### config.mk
export PLATFORM = sky130hd
export DESIGN_NAME = rom_ddr_bridge
export DESIGN_NICKNAME = d
export VERILOG_FILES = /design/src/rtl/rom_ddr_pkg.sv /design/src/rtl/rom_ddr_wrpack.sv /design/src/rtl/rom_ddr_bridge.sv
export SDC_FILE = /design/constraint.sdc
export NUM_CORES = 1
export LEC_CHECK = 0
export ABC_AREA = 1
export BUFFER_PORTS_ARGS = -buffer_cell sky130_fd_sc_hd__buf_2
export CORE_MARGIN = 2
export CORE_UTILIZATION = 54
export CTS_CLUSTER_SIZE = 28
export DETAILED_ROUTE_END_ITERATION = 6
export GPL_ROUTABILITY_DRIVEN = 0
export GPL_TIMING_DRIVEN = 0
export PLACE_DENSITY = 0.83
export SLEW_MARGIN = 30
export SYNTH_ARGS = -nofsm -noshare
export SYNTH_HDL_FRONTEND = slang
export SYNTH_HIERARCHICAL = 1
export SYNTH_SLANG_ARGS = --single-unit
### constraint.sdc
create_clock -name clk -period 2.8 [get_ports clk]
set_input_delay 0.42 -clock clk [delete_from_list [all_inputs] [get_ports clk]]
set_output_delay 0.42 -clock clk [all_outputs]
set_load 0.03 [all_outputs]
### src/rtl/rom_ddr_pkg.sv
// Shared types and constants for the ROM-to-DDR3 bridge.
// Defining ROM_DDR_PREFETCH_EN widens the read cache line to two qwords.
package rom_ddr_pkg;

    typedef enum logic [1:0] {
        IDLE = 2'd0,
        WR   = 2'd1,
        RD   = 2'd2,
        RDW  = 2'd3
    } state_t;

    localparam int DDR_QW_BITS = 29;

`ifdef ROM_DDR_PREFETCH_EN
    localparam int LINE_QWORDS = 2;
`else
    localparam int LINE_QWORDS = 1;
`endif

    localparam int LINE_BITS = (LINE_QWORDS > 1) ? 1 : 0;

endpackage

### src/rtl/rom_ddr_wrpack.sv
// Write packer: gathers 16-bit download words into one 64-bit qword with byte enables.
module rom_ddr_wrpack #(
    parameter int AW = 25
) (
    input  logic          clk,
    input  logic          reset_n,
    input  logic [AW-1:0] wraddr,
    input  logic [15:0]   din,
    input  logic          we_req,
    input  logic          absorb_en,
    input  logic          clear,
    output logic          we_ack,
    output logic          we_pend,
    output logic          addr_match,
    output logic          full,
    output logic          nonempty,
    output logic [AW-4:0] wq,
    output logic [63:0]   wbuf,
    output logic [7:0]    wbe
);

    logic [1:0] lane;
    logic       absorb;
    logic       unused_bit0;

    assign unused_bit0 = wraddr[0];
    assign lane        = wraddr[2:1];
    assign we_pend     = we_req ^ we_ack;
    assign addr_match  = (wq == wraddr[AW-1:3]);
    assign nonempty    = |wbe;
    assign full        = &wbe;
    // A word for a different qword waits until the owner of the FSM has flushed the buffer.
    assign absorb      = absorb_en && we_pend && (!nonempty || addr_match);

    always_ff @(posedge clk or negedge reset_n) begin
        if (!reset_n) begin
            we_ack <= 1'b0;
            wq     <= '0;
            wbuf   <= '0;
            wbe    <= '0;
        end else if (clear) begin
            wbuf <= '0;
            wbe  <= '0;
        end else if (absorb) begin
            wq                      <= wraddr[AW-1:3];
            wbuf[{lane, 4'd0} +: 16] <= din;
            wbe[{lane, 1'b0} +: 2]   <= 2'b11;
            we_ack                  <= ~we_ack;
        end
    end

endmodule

### src/rtl/rom_ddr_bridge.sv
// ROM loader / CPU ROM port to DDR3 Avalon bridge: write packer plus a one-line read cache.
// Optional macro ROM_DDR_PREFETCH_EN: 2-qword line filled by a 2-beat burst.
module rom_ddr_bridge
    import rom_ddr_pkg::*;
#(
    parameter logic [DDR_QW_BITS-1:0] DDR_BASE = 29'h0600_0000,
    parameter int                     AW       = 25
) (
    input  logic                   clk,
    input  logic                   reset_n,
    input  logic [AW-1:0]          wraddr,
    input  logic [15:0]            din,
    input  logic                   we_req,
    output logic                   we_ack,
    input  logic                   wr_flush,
    input  logic [27:0]            rdaddr,
    input  logic                   rd_req,
    output logic                   rd_ack,
    output logic [63:0]            dout,
    input  logic                   DDRAM_BUSY,
    input  logic [63:0]            DDRAM_DOUT,
    input  logic                   DDRAM_DOUT_READY,
    output logic [DDR_QW_BITS-1:0] DDRAM_ADDR,
    output logic [7:0]             DDRAM_BURSTCNT,
    output logic                   DDRAM_RD,
    output logic                   DDRAM_WE,
    output logic [63:0]            DDRAM_DIN,
    output logic [7:0]             DDRAM_BE,
    output logic [1:0]             dbg_state
);

    // Handshakes: upstream req/ack are toggles; a request is pending while req != ack and
    // the ack toggles once the request is served. A DDR command is held every cycle while
    // DDRAM_BUSY = 1 and is taken on the first cycle it is asserted with DDRAM_BUSY = 0.

    localparam int          TAG_W     = 25 - LINE_BITS;
    localparam logic [24:0] LINE_MASK = ~25'(LINE_QWORDS - 1);

    logic                   we_pend, addr_match, full, nonempty, clear;
    logic [AW-4:0]          wq;
    logic [63:0]            wbuf;
    logic [7:0]             wbe;

    state_t                 state_q, state_d;
    logic                   rd_pend, hit, hit_ack, rd_start, flush_need;
    logic                   last_beat, hit_sel, req_sel;
    logic                   valid_q, beat_q;
    logic [TAG_W-1:0]       tag_q, rd_tag, wq_tag;
    logic [64*LINE_QWORDS-1:0] line_q;
    logic [24:0]            raddr_q, raddr_line;
    logic [2:0]             unused_rd_lsb;

    rom_ddr_wrpack #(.AW(AW)) u_wrpack (
        .clk        (clk),
        .reset_n    (reset_n),
        .wraddr     (wraddr),
        .din        (din),
        .we_req     (we_req),
        .absorb_en  (state_q == IDLE),
        .clear      (clear),
        .we_ack     (we_ack),
        .we_pend    (we_pend),
        .addr_match (addr_match),
        .full       (full),
        .nonempty   (nonempty),
        .wq         (wq),
        .wbuf       (wbuf),
        .wbe        (wbe)
    );

    assign unused_rd_lsb = rdaddr[2:0];
    assign rd_pend    = rd_req ^ rd_ack;
    assign rd_tag     = rdaddr[27:3+LINE_BITS];
    assign wq_tag     = TAG_W'(wq[AW-4:LINE_BITS]);
    assign hit        = valid_q && (tag_q == rd_tag);
    assign hit_sel    = (LINE_QWORDS > 1) ? rdaddr[3] : 1'b0;
    assign req_sel    = (LINE_QWORDS > 1) ? raddr_q[0] : 1'b0;
    assign last_beat  = (LINE_QWORDS == 1) || beat_q;
    assign raddr_line = raddr_q & LINE_MASK;
    // Any pending read drains the buffer first so the cache never hides an acked write.
    assign flush_need = full || (nonempty && (wr_flush || rd_pend || (we_pend && !addr_match)));

    always_ff @(posedge clk or negedge reset_n) begin
        if (!reset_n) state_q <= IDLE;
        else          state_q <= state_d;
    end

    always_comb begin
        state_d  = state_q;
        clear    = 1'b0;
        hit_ack  = 1'b0;
        rd_start = 1'b0;
        case (state_q)
            IDLE: begin
                if (flush_need) begin
                    state_d = WR;
                end else if (!we_pend && rd_pend) begin
                    if (hit) begin
                        hit_ack = 1'b1;
                    end else begin
                        rd_start = 1'b1;
                        state_d  = RD;
                    end
                end
            end
            WR: begin
                if (!DDRAM_BUSY) begin
                    clear   = 1'b1;
                    state_d = IDLE;
                end
            end
            RD:      if (!DDRAM_BUSY) state_d = RDW;
            RDW:     if (DDRAM_DOUT_READY && last_beat) state_d = IDLE;
            default: state_d = IDLE;
        endcase
    end

    always_ff @(posedge clk or negedge reset_n) begin
        if (!reset_n) begin
            valid_q <= 1'b0;
            tag_q   <= '0;
            line_q  <= '0;
            raddr_q <= '0;
            beat_q  <= 1'b0;
            dout    <= '0;
            rd_ack  <= 1'b0;
        end else begin
            if (clear && valid_q && (tag_q == wq_tag)) valid_q <= 1'b0;
            if (hit_ack) begin
                dout   <= line_q[{hit_sel, 6'd0} +: 64];
                rd_ack <= ~rd_ack;
            end
            if (rd_start) begin
                raddr_q <= rdaddr[27:3];
                beat_q  <= 1'b0;
            end
            if (state_q == RDW && DDRAM_DOUT_READY) begin
                line_q[{beat_q, 6'd0} +: 64] <= DDRAM_DOUT;
                if (beat_q == req_sel) begin
                    dout   <= DDRAM_DOUT;
                    rd_ack <= ~rd_ack;
                end
                if (last_beat) begin
                    tag_q   <= raddr_q[24:LINE_BITS];
                    valid_q <= 1'b1;
                end else begin
                    beat_q <= 1'b1;
                end
            end
        end
    end

    assign DDRAM_WE       = (state_q == WR);
    assign DDRAM_RD       = (state_q == RD);
    assign DDRAM_ADDR     = (state_q == WR) ? DDR_BASE + DDR_QW_BITS'(wq)
                                            : DDR_BASE + DDR_QW_BITS'(raddr_line);
    assign DDRAM_BURSTCNT = (state_q == RD) ? 8'(LINE_QWORDS) : 8'd1;
    assign DDRAM_DIN      = wbuf;
    assign DDRAM_BE       = (state_q == WR) ? wbe : 8'h00;
    assign dbg_state      = state_q;

endmodule
Yosys cells after proc, flatten, opt, wreduce, memory -nomap -nowiden
Index checks and enable logic that the tools add are counted.

word-level totals
  flip-flop bits (word level) = 277
  bits of input ports = 140
  output and inout bits = 179

cells by class
  add/sub/neg operators = 4
  eq/ne operators = 11
  shifts and indexed selects = 4
  muxes and demuxes = 31
  bitwise logic cells = 5
  reduce and logical (&&, ||, !) cells = 24

operators with widths
  cell                                                                          count
  64-bit two-way mux                                                            4
  64-bit bitwise mux                                                            1
  16-bit by 8-bit variable shift with 64-bit output (first input constant)      1
  16-bit by 8-bit variable part select with 64-bit output                       1
  27-bit by 22-bit adder with 28-bit output (first input constant)              1
  27-bit by 25-bit adder with 28-bit output (first input constant)              1
  28-bit two-way mux                                                            1
  25-bit by 22-bit equality test with 1-bit output                              1
  25-bit equality test                                                          1
  8-bit two-way mux                                                             3
  22-bit equality test                                                          1
  1-bit two-way mux                                                             14
  2-bit two-way mux                                                             6
  1-bit logical AND                                                             9
  8-bit bitwise mux                                                             1
  6-bit negation with 8-bit output                                              1
  2-bit one-hot mux with 4 select lines                                         1
  8-bit AND reduction                                                           1
  8-bit OR reduction                                                            1
  2-bit by 5-bit variable shift with 8-bit output (first input constant)        1
  2-bit by 5-bit variable part select with 8-bit output (first input constant)  1
  2-bit != test (second input constant)                                         3
  3-bit != test (second input constant)                                         2
  2-bit nonzero test                                                            3
  other kinds (10)                                                              19

Logic depth before layout (Yosys ltp)
Gate-level depths: netlist of the first run.

  word-level depth = 10
  gate-level depth with buffers = 20
  gate-level depth less buffers = 18

Cells and area by module
The synthesis of the first run kept the hierarchy.

modules (own cells, without submodules)
  module          times used  cells each  area an instance (um2)
  rom_ddr_bridge  1           1019        8192.9
  rom_ddr_wrpack  1           607         4618.2

Worst setup path after synthesis of the first run
No wires, ideal clock.

  path kind = register to output
  start point = register state_q[1], in the netlist dbg_state[1]
  end point = output port DDRAM_ADDR[16]
  arrival time = 1.863 ns
  path slack = 0.517 ns
  stages on the path, launching flop included = 5
  cell sequence = dfrtp_1 > nor2_1 > clkbuf_1 > buf_2 > o21ai_0

on the way
  word-level cells in the longest chain between the ends = 2

ends and longest elaborated chain
  item                                            line                   text
  from (decl)                                     rom_ddr_bridge.sv:44   state_t state_q, state_d;
  from (signal assigned)                          rom_ddr_bridge.sv:85   else state_q <= state_d;
  2-bit by 1-bit equality test with 1-bit output  n/a
  named net DDRAM_WE                              rom_ddr_bridge.sv:26   output logic DDRAM_WE,
  28-bit two-way mux                              rom_ddr_bridge.sv:155  assign DDRAM_ADDR = (state_q == WR) ? DDR_BASE + DDR_QW_BITS'(wq)
  to (decl)                                       rom_ddr_bridge.sv:23   output logic [DDR_QW_BITS-1:0] DDRAM_ADDR,

The timed path passes the listed nets, and every way through them passes these cells.

Worst setup path after layout of the first run
  start point = register state_q[0], in the netlist dbg_state[0]
  end point = output port DDRAM_ADDR[20]

on the way
  word-level cells in the longest chain between the ends = 2

ends and longest elaborated chain
  item                                            line
  2-bit by 1-bit equality test with 1-bit output  rom_ddr_bridge.sv:155
  28-bit two-way mux                              rom_ddr_bridge.sv:155

Every way passes these cells.

==> results by group, run 1 <==
Synth
  • Async set-reset flop share out of synthesis: 100%
  • Post-Syn Instances: 1,626
  • Syn Area/Cell: 7.88 µm²
  • Netlist Area Pre-Place: around 13,000 µm²
  • Register area share after synthesis: 53.3%
  • Synth Flop Type: dfrtp_1
  • Synth warn: 6
  • Synth cell types: 33
  • #FFs+latches synth: 273
  • EDFF count, synth: 0

Cells and area
  • Commonest non-fill, non-tap cells in the layout: 691 x nand2_1, 315 x buf_2, 262 x dfrtp_1, 138 x nand3_1, 134 x inv_1
  • Commonest non-fill, non-tap cell in the layout: nand2_1
  • # nets final: between 2k and 2.5k
  • Layout cells sized above 1: 22.8%
  • Area Growth Syn to Fin: 23.8%
  • Fillcell total: 2,010

Timing
  • Hold Vio Cnt, Final: 0
  • Setup TNS: 0 ns
  • Hold Slack: between 0.08 and 0.09 ns
  • Period utilization: 96.6%
  • RSZ-0062 raised after global routing: no
  • Final setup violation count: 0
  • F_max: 370 MHz
  • Fin. max-slew vios: 0
  • Max-Slew Margin vs Limit: 61.9%
  • Fin crit period: 2.70 ns
  • Worst-margin pin slew: about 0.57 ns
  • Skew final: 0.0199 ns

Min path
  • Worst Hold Class: primary input to flop
  • Worst Hold Path EP: line_q[34]
  • Hold path start: DDRAM_DOUT[34]
  • Hold path cells: 3

Setup path
  • Setup crit start kind: flop
  • Worst Path Arrival: 2.28 ns
  • Worst Path Required: ~2.4 ns
  • R2R Path End: u_wrpack/wbuf[14]
  • CP endpoint kind: output port
  • CP Max Fanout: 10
  • Reg2Reg Launch Point: dbg_state[0]
  • FF-to-FF path depth: 10
  • Register-to-register setup slack: 0.20 ns
  • Crit path kind: flop to output port

CTS
  • Reg clk slew, reported paths: roughly 0.07 ns
  • Total number of H-tree levels: 1
  • Clk buf depth: 3
  • Clock Sinks: 273
  • Clk Latency, worst-skew pair: 0.55 ns
  • CTS Root Cell: clkbuf_16
  • CTS tree: built
  • CTS Buf Count: 28

Drt
  • DR vias: 12.1k
  • Drt drc: 0
  • Vias/cell: 5.20
  • Final WL: 37.8 mm
  • Average wire per standard cell: 16.3 µm
  • Post-route ant nets: 0
  • Iter 0 DRT Violations: a little under 1k
  • DRT Pass-1 Iters: 6

Global routing
  • Initial antenna violation count: 4
  • Grt ovf: 0
  • Via count of the first global-routing pass: about 12k
  • Maximum number of pins on one net before global-route repair: 78
  • First-pass GRT wire length: 59.5 mm
  • GRT Overall Usage: around 30%

Floorplanning
  • Num rows: 56
  • Die X: between 150 and 200 µm
  • Starting Density: 54.7%
  • Core ar.: about 23,000 µm²
  • DIE AREA: 25,000 µm²
  • Die Y: 158 µm
  • Total I/O pin count: 319

Pwr
  • Worst vdd ir: 641 µV
  • Lkg Pwr: 9.08 nW
  • Power Density: ~1100 nW/µm²

Run
  • Max-Cap Viols: 0

Status
  • Run status: finished, final reports clean

Placement
  • Final HPWL DP: 27.1 mm
  • Count of input and output buffers: 302
[metal layers]
layer / track usage [%] / share of wire [%] / vias to the layer above
li1: - / - / 5700
met1: 39.4 / 40 / 5693
met2: 49.5 / 48 / 569
met3: 6.76 / 9.4 / 97
met4: 10.0 / 3.1 / 2
met5: 0 / 0.034 / -
[flip-flops by register name, indices dropped and copies added (netlist names)]
signal / cells
dout: 64
line_q: 64
u_wrpack/wbuf: 64
raddr_line: 25
tag_q: 25
u_wrpack/wq: 22
u_wrpack/wbe: 4
dbg_state: 2
rd_ack: 1
u_wrpack/we_ack: 1
valid_q: 1
[where the power goes]
group / internal, mW / switching [mW] / leakage (nW)
clock: 2.10 / 1.58 / 0.436
sequential: 5.41 / 0.957 / 3.52
combinational: 2.22 / 5.02 / 5.12
[stage by stage]
stage | setup slack (ns) | std cells | utilization [%] | area, µm² | total power, mW
after floorplan | 0.517 | 1636 | - | 12800 | 11.1
after global placement | -3.67 | 2257 | 63.1 | 14800 | 13.2
after detailed placement | -0.255 | 2260 | 63.5 | 14900 | 13.5
after CTS | 0.0291 | 2310 | 67.4 | 15800 | 17.2
after global routing | 0.0141 | 2316 | 67.7 | 15800 | 18.4
final | 0.0965 | 2320 | 67.8 | 15900 | 17.3
[final cells by class]
cell class,count,area [µm²],area share [%]
Antenna cell,5,12.5,0.0789
Buffer,92,566,3.57
Clock buffer,36,761,4.80
Clock inverter,13,134,0.844
Inverter,151,567,3.57
Multi-Input combinational cell,1120,4920,31.0
Sequential cell,273,6850,43.2
Tap cell,319,399,2.52
Timing Repair Buffer,311,1650,10.4
[worst max path at each step]
stage / to / slack (ns) / depth (start not counted) / start
final: DDRAM_ADDR[20] / 0.1 / 7 / dbg_state[0]
after global routing: DDRAM_ADDR[20] / 0.01 / 7 / dbg_state[0]
after CTS: DDRAM_ADDR[21] / 0.03 / 6 / dbg_state[1]
after detailed placement: u_wrpack/wbuf[14] / -0.25 / 10 / dbg_state[0]
after global placement: line_q[24] / -3.67 / 1 / reset_n
after floorplan: DDRAM_ADDR[16] / 0.52 / 4 / dbg_state[1]
[logic make-up (layout without fill, tap and decap cells)]
logic type      count (synthesis)  after routing  share of synthesized area, %
other cells                     2             17                        0.0586
flops                         273            273                          53.3
buf+inv                       243            603                          8.78
fa+ha+maj                       4              4                         0.391
xor+xnor                       29             29                          1.98
simple gates                  968            968                          31.1
compound gates                107            107                          4.39
[what timing repair did]
item                                    in CTS  in global routing
endpoints found under the hold margin       58                  0
gates cloned                                 0                  1
pin swaps                                    0                  1
resized for setup                            8                 19
endpoints found under the setup margin      78                 93
buffers inserted                             0                  4
hold buffers                                 1                  0
[synth_stat cells (6+ instances only)]
| cell | number | area share (%) |
|---|---|---|
| nand2_1 | 692 | 20 |
| dfrtp_1 | 273 | 53 |
| nand3_1 | 139 | 5.4 |
| inv_1 | 134 | 3.9 |
| nor2_1 | 90 | 2.6 |
| o21ai_0 | 90 | 3.5 |
| clkbuf_1 | 30 | 0.88 |
| nor3_1 | 24 | 0.94 |
| xnor2_1 | 23 | 1.6 |
| buf_4 | 21 | 1.2 |
| inv_2 | 16 | 0.47 |
| buf_6 | 14 | 1.2 |
| buf_2 | 13 | 0.51 |
| buf_1 | 12 | 0.35 |
| nand4_1 | 7 | 0.34 |
| o21ai_1 | 7 | 0.27 |
| xor2_1 | 6 | 0.41 |
[worst max-delay path, cell delays in order, from the launching register on]
cell and delay, ns:
dfrtp_2 0.47, inv_2 0.07, nor2_4 0.15, clkbuf_4 0.25, buf_2 0.27, nand2_1 0.08, o21ai_0 0.16, buf_2 0.28
Note: power is estimated with default switching activity, not from simulation.
==> run 2, diff against run 1 <==
--- a/config.mk
+++ b/config.mk
@@ -10,3 +10,3 @@
 export CORE_MARGIN = 2
-export CORE_UTILIZATION = 54
+export CORE_UTILIZATION = 58
 export CTS_CLUSTER_SIZE = 28
@@ -15,3 +15,3 @@
 export GPL_TIMING_DRIVEN = 0
-export PLACE_DENSITY = 0.83
+export PLACE_DENSITY = 0.88
 export SLEW_MARGIN = 30
==> constraint.sdc (replaced) <==
create_clock -name clk -period 3.44 [get_ports clk]
set_input_delay 0.516 -clock clk [delete_from_list [all_inputs] [get_ports clk]]
set_output_delay 0.516 -clock clk [all_outputs]
set_load 0.02 [all_outputs]
==> run 2 against run 1 <==
Final area up 0.13%. Sequential share of layout area down 0.14 points. Global-route usage up 1.9 points. Clock power down 8.4%. Sequential cell count unchanged. Non-clock buffer count down 5. First-iteration DRC count up 16%. Utilization up 5.2 points. Routed wire length down 0.98%. Final cell count down 1.6%. Count of clock-buffer cells in the layout up 4.
==> results by group, run 2 (same netlist as run 1, synthesis figures left out) <==
Status
  • Run status: finished, final reports clean

Pwr
  • Power Density: 873 nW/µm² (-20%)
  • Worst vdd ir: 432 µV (-33%)
  • Lkg Pwr: 9.13 nW (+0.64%)

Min path
  • Worst Hold Path EP: line_q[47]
  • Worst Hold Class: primary input to flop
  • Hold path start: DDRAM_DOUT[47]
  • Hold path cells: 3 (unchanged)

CTS
  • Setup Buffers After CTS: 0 (unchanged)
  • Reg clk slew, reported paths: 0.06 ns (about the same)
  • CTS tree: built
  • Clock Sinks: 273 (unchanged)
  • Clk buf depth: 3 (unchanged)
  • CTS Root Cell: clkbuf_16
  • Total number of H-tree levels: 1 (unchanged)
  • CTS Buf Count: 29 (+3.6%)
  • Clk Latency, worst-skew pair: 0.54 ns (about the same)

Global routing
  • GRT Overall Usage: 31.8% (+1.9 points)
  • Initial antenna violation count: 6 (+2)
  • Via count of the first global-routing pass: 12.0k (+1.5%)
  • Grt ovf: 0 (unchanged)
  • First-pass GRT wire length: 60.7 mm (+2.0%)
  • Maximum number of pins on one net before global-route repair: 87 (+12%)

Drt
  • Average wire per standard cell: 16.4 µm (+0.67%)
  • DRT Pass-1 Iters: 5 (-1)
  • DR vias: 12.2k (+0.98%)
  • Iter 0 DRT Violations: 1,152 (+16%)
  • Final WL: 37.4 mm (-0.98%)
  • Vias/cell: 5.34 (+2.7%)
  • Post-route ant nets: 0 (unchanged)
  • Drt drc: 0 (unchanged)

Setup path
  • Register-to-register setup slack: 0.56 ns (+0.36 ns)
  • Reg2Reg Launch Point: dbg_state[0]
  • Worst Path Required: 2.92 ns (+0.54 ns)
  • Worst Path Arrival: 2.64 ns (+0.36 ns)
  • Crit. Startpoint: dbg_state[0]
  • Crit path kind: flop to output port
  • Setup crit start kind: flop
  • CP endpoint kind: output port
  • R2R Path End: u_wrpack/wbuf[62]
  • CP Max Fanout: 10 (unchanged)
  • FF-to-FF path depth: 10 (unchanged)

Timing
  • Final setup violation count: 0 (unchanged)
  • F_max: ~320 MHz
  • Period utilization: 91.8%
  • Fin. max-slew vios: 0 (unchanged)
  • Hold Vio Cnt, Final: 0 (unchanged)
  • Skew final: 0.0167 ns (-0.00314 ns)
  • Worst-margin pin slew: 0.564 ns (-0.00730 ns)
  • RSZ-0062 raised after global routing: no
  • Fin crit period: about 3.2 ns
  • Max-Slew Margin vs Limit: 62.4% (+0.49 points)

Run
  • Max-Cap Viols: 0 (unchanged)

Placement
  • Placed Cells: 2,221 (-1.7%)
  • Final HPWL DP: 26.7 mm (-1.7%)
  • Instance area at placement: 14,800 µm² (-0.33%)
  • Count of input and output buffers: 302 (unchanged)

Floorplanning
  • Total I/O pin count: 319 (unchanged)
  • Die Y: 153 µm (-3.4%)
  • Num rows: 54 (-3.6%)
  • Starting Density: 58.9% (+4.1 points)
  • DIE AREA: 23,300 µm² (-6.7%)
  • Die X: 153 µm (-3.4%)
  • Core ar.: 21,800 µm² (-7.0%)

Cells and area
  • Commonest non-fill, non-tap cell in the layout: nand2_1
  • Commonest non-fill, non-tap cells in the layout: 692 x nand2_1, 314 x buf_2, 273 x dfrtp_1, 139 x nand3_1, 134 x inv_1
  • Final Non-Filler Cells: 2,282 (-1.6%)
  • Sequential Area: 6830 µm² (-0.20%)
  • Largest registers: dout: 64 flops, line_q: 64 flops, u_wrpack/wbuf: 64 flops
  • Area Growth Syn to Fin: 23.9%
  • Area of the multi-input gates: 4890 µm² (-0.51%)
  • Fillcell total: 1,691 (-16%)
  • Util after Layout: 73.0% (+5.2 points)
  • # nets final: 2,117 (-0.19%)
  • Layout cells sized above 1: 22.0% (-0.84 points)
  • Design area: 15,900 µm² (+0.13%)
## run 2: changes by cell type in the layout (fill, tap and decap cells not counted), sizes merged
cell / delta
clkinvlp: -2
clkbuf: +5
diode: +2
bufinv: +3
clkinv: -1
buf: -6
## run 2: worst max-delay path, cell delays in order (launching register included)
cell	delay, ns
dfrtp_1	0.53
inv_2	0.06
nor2_1	0.34
clkbuf_2	0.35
clkbuf_2	0.30
nand2_1	0.08
o21ai_0	0.18
buf_2	0.25
## run 2: what timing repair did
item / in CTS / in global routing
endpoints found under the setup margin: 0 / 13
gates resized for setup: 0 / 5
hold endpoints to repair: 37 / 0
hold buffers: 1 / 0
## run 2: per-stage QoR
stage	setup TNS, ns	hold slack [ns]	total power [mW]	setup WS, ns
after global routing	0	0.190	14.7	0.165
after floorplan	0	0.220	8.55	1.28
after detailed placement	0	0.423	10.4	0.274
after CTS	0	0.175	13.9	0.0251
after global placement	-825.79	0.453	10.2	-3.06
final	0	0.199	13.9	0.283
## run 2: area by class of cell
type | count | area share (%)
clock buffer | 40 | 5.34
tap | 280 | 2.21
clock inverter | 13 | 1.21
inverter | 151 | 3.57
antenna | 7 | 0.110
timing repair buffer | 306 | 10.2
multi-input combinational | 1120 | 30.8
sequential | 273 | 43.0
buffer | 92 | 3.53
## run 2: per-layer routing
metal | up-vias | global-route usage (%) | part of all wire (%)
li1 | 5677 | - | -
met3 | 105 | 6.68 | 9.9
met1 | 5742 | 42.9 | 39
met2 | 655 | 51.0 | 47
met5 | - | 0 | 0
met4 | 0 | 12.7 | 3.4
## run 2: where the power goes
group          switching (mW)  internal [mW]
logic                    3.56           1.76
registers               0.787           4.39
clock network            1.28           2.08
## run 2: worst max path at each step
stage                              endpoint  depth (start not counted)
after CTS                    DDRAM_ADDR[19]                          7
after floorplan           u_wrpack/wbuf[53]                         10
after detailed placement   u_wrpack/wbuf[6]                         10
after global placement           line_q[20]                          1
final                        DDRAM_ADDR[19]                          7
after global routing         DDRAM_ADDR[19]                          7
==> run 3, diff against run 2 <==
Settings changed: SETUP_SLACK_MARGIN set to 0.4.
==> run 3 against run 2 <==
Sequential cell count stayed put. Critical endpoint unchanged. Power hardly changed. Critical path depth is 1 lower. Die area did not move. First-iteration DRC count up 3.4%. Highest routed layer unchanged. Non-clock buffer count unchanged.
==> results by group, run 3 (same netlist as run 1, synthesis figures left out) <==
Cells and area
  • # nets final: 2,117 (unchanged)
  • Layout cells sized above 1: 22.1% (+0.10 points)
  • Commonest non-fill, non-tap cells in the layout: 692 x nand2_1, 316 x buf_2, 272 x dfrtp_1, 139 x nand3_1, 134 x inv_1
  • Area Growth Syn to Fin: 24.0% (about the same)
  • Commonest non-fill, non-tap cell in the layout: nand2_1
  • Largest registers: dout: 64 flops, line_q: 64 flops, u_wrpack/wbuf: 64 flops

Setup path
  • Setup crit start kind: flop
  • Crit. Startpoint: dbg_state[1]
  • Register-to-register setup slack: 0.61 ns (+0.05 ns)
  • R2R Path End: raddr_line[6]
  • Crit path kind: flop to output port
  • Worst Path Arrival: 2.34 ns (-0.30 ns)
  • CP Max Fanout: 10 (unchanged)
  • Reg2Reg Launch Point: u_wrpack/wq[9]
  • FF-to-FF path depth: 16 (+6)
  • Worst setup path end: DDRAM_ADDR[19]
  • CP endpoint kind: output port
  • Worst Path Required: 2.92 ns (about the same)

Timing
  • Hold Vio Cnt, Final: 0 (unchanged)
  • Fin. max-slew vios: 0 (unchanged)
  • Period utilization: 83.1% (-8.6 points)
  • Fin crit period: 2.86 ns (-0.297 ns)
  • Skew final: 0.0176 ns (+0.000861 ns)
  • Post-route setup slack: 0.580 ns (+0.297 ns)
  • RSZ-0062 raised after global routing: no
  • Worst-margin pin slew: 0.571 ns (+0.00672 ns)
  • F_max: 350 MHz (+10%)
  • Max-Slew Margin vs Limit: 61.9% (-0.45 points)
  • Final setup violation count: 0 (unchanged)

Drt
  • Average wire per standard cell: 16.4 µm (about the same)
  • Final WL: 37.4 mm (about the same)
  • DR vias: 12.2k (-0.18%)
  • DRT Pass-1 Iters: 7 (+2)
  • Post-route ant nets: 0 (unchanged)
  • Iter 0 DRT Violations: 1,191 (+3.4%)
  • Vias/cell: 5.33 (-0.14%)
  • Drt drc: 0 (unchanged)

Run
  • Max-Cap Viols: 0 (unchanged)

Floorplanning
  • Die Y: 153 µm (unchanged)
  • Die X: 153 µm (unchanged)
  • Total I/O pin count: 319 (unchanged)
  • Num rows: 54 (unchanged)
  • DIE AREA: 23,300 µm² (unchanged)
  • Starting Density: 58.9% (unchanged)
  • Core ar.: 21,800 µm² (unchanged)

CTS
  • Reg clk slew, reported paths: 0.06 ns (about the same)
  • Setup Buffers After CTS: 0 (unchanged)
  • CTS Root Cell: clkbuf_16
  • Clk buf depth: 3 (unchanged)
  • CTS tree: built
  • CTS Buf Count: 29 (unchanged)
  • Clock Sinks: 273 (unchanged)
  • Clk Latency, worst-skew pair: 0.54 ns (about the same)
  • Total number of H-tree levels: 1 (unchanged)

Placement
  • Final HPWL DP: 26.7 mm (unchanged)
  • Count of input and output buffers: 302 (unchanged)
  • Post-place setup slack: 0.274 ns (unchanged)

Global routing
  • GRT Overall Usage: 31.9% (about the same)
  • First-pass GRT wire length: 60.7 mm (about the same)
  • Initial antenna violation count: 6 (unchanged)
  • Via count of the first global-routing pass: 12.0k (+0.17%)
  • Grt ovf: 0 (unchanged)
  • Maximum number of pins on one net before global-route repair: 87 (unchanged)

Pwr
  • Worst vdd ir: 430 µV (-0.51%)
  • Power Density: 873 nW/µm² (about the same)
  • Lkg Pwr: 9.13 nW (about the same)
  • Design Power: 13.9 mW (about the same)

Min path
  • Hold path start: DDRAM_DOUT[47]
  • Worst Hold Class: primary input to flop

Status
  • Run status: finished, final reports clean
[run 3: cell count changes in the layout (fill, tap and decap cells not counted), sizes merged]
cell,change
buf,+2
diode,-1
clkbuf,-2
[run 3: layout make-up]
| cell class | count | area, µm² |
|---|---|---|
| antenna | 6 | 15.0 |
| buffer | 92 | 561 |
| clock buffer | 40 | 847 |
| clock inverter | 13 | 193 |
| fill | 1689 | 5870 |
| inverter | 151 | 567 |
| multi-input combinational | 1120 | 4900 |
| sequential | 273 | 6830 |
| tap | 280 | 350 |
| timing repair buffer | 306 | 1610 |
[run 3: metrics by stage]
step,instance area [µm²],TNS (ns),instances,utilization [%],hold slack (ns)
finish,15900,0,2281,73.0,0.196
detailed placement,14800,0,2221,68.0,0.423
global route,15900,0,2280,73.0,0.189
CTS,15900,0,2275,72.9,0.175
global placement,14700,-825.79,2218,67.6,0.453
floorplan,12800,0,1636,-,0.220
[run 3: worst min-delay path by stage]
stage	slack [ns]	end	cells past startpoint
2_1_floorplan	0.22	dbg_state[0]	0
5_1_grt	0.19	line_q[2]	3
6_report	0.20	line_q[47]	3
3_3_place_gp	0.45	valid_q	2
3_5_place_dp	0.42	u_wrpack/wq[9]	1
4_1_cts	0.17	line_q[2]	3
[run 3: power breakdown]
part | switching [mW] | internal [mW] | total (mW) | leakage (nW)
logic | 3.55 | 1.76 | 5.32 | 5.09
clock network | 1.29 | 2.08 | 3.37 | 0.517
registers | 0.788 | 4.39 | 5.18 | 3.53
[run 3: per-layer routing]
layer / vias up / global-route usage, % / share of wire, % / wire length, µm
met2: 633 / 51.0 / 47 / 17700
met4: 0 / 13.0 / 3.5 / 1310
met5: - / 0 / 0 / 0
met1: 5735 / 42.8 / 39 / 14600
li1: 5682 / - / - / -
met3: 107 / 6.71 / 10 / 3750
[run 3: worst max-delay path, cell delays in order, from the launching register on]
cell and delay, ns:
dfrtp_1 0.51, nor2_4 0.24, buf_2 0.28, buf_2 0.29, nand2_1 0.08, o21ai_0 0.17
buf_2 0.24
[run 3: what timing repair did]
| item | 4_1_cts | 5_1_grt |
|---|---|---|
| hold buffers | 1 | 0 |
| endpoints found under the setup margin | 76 | 4 |
| endpoints found under the hold margin | 37 | 0 |
| resized for setup | 4 | 4 |
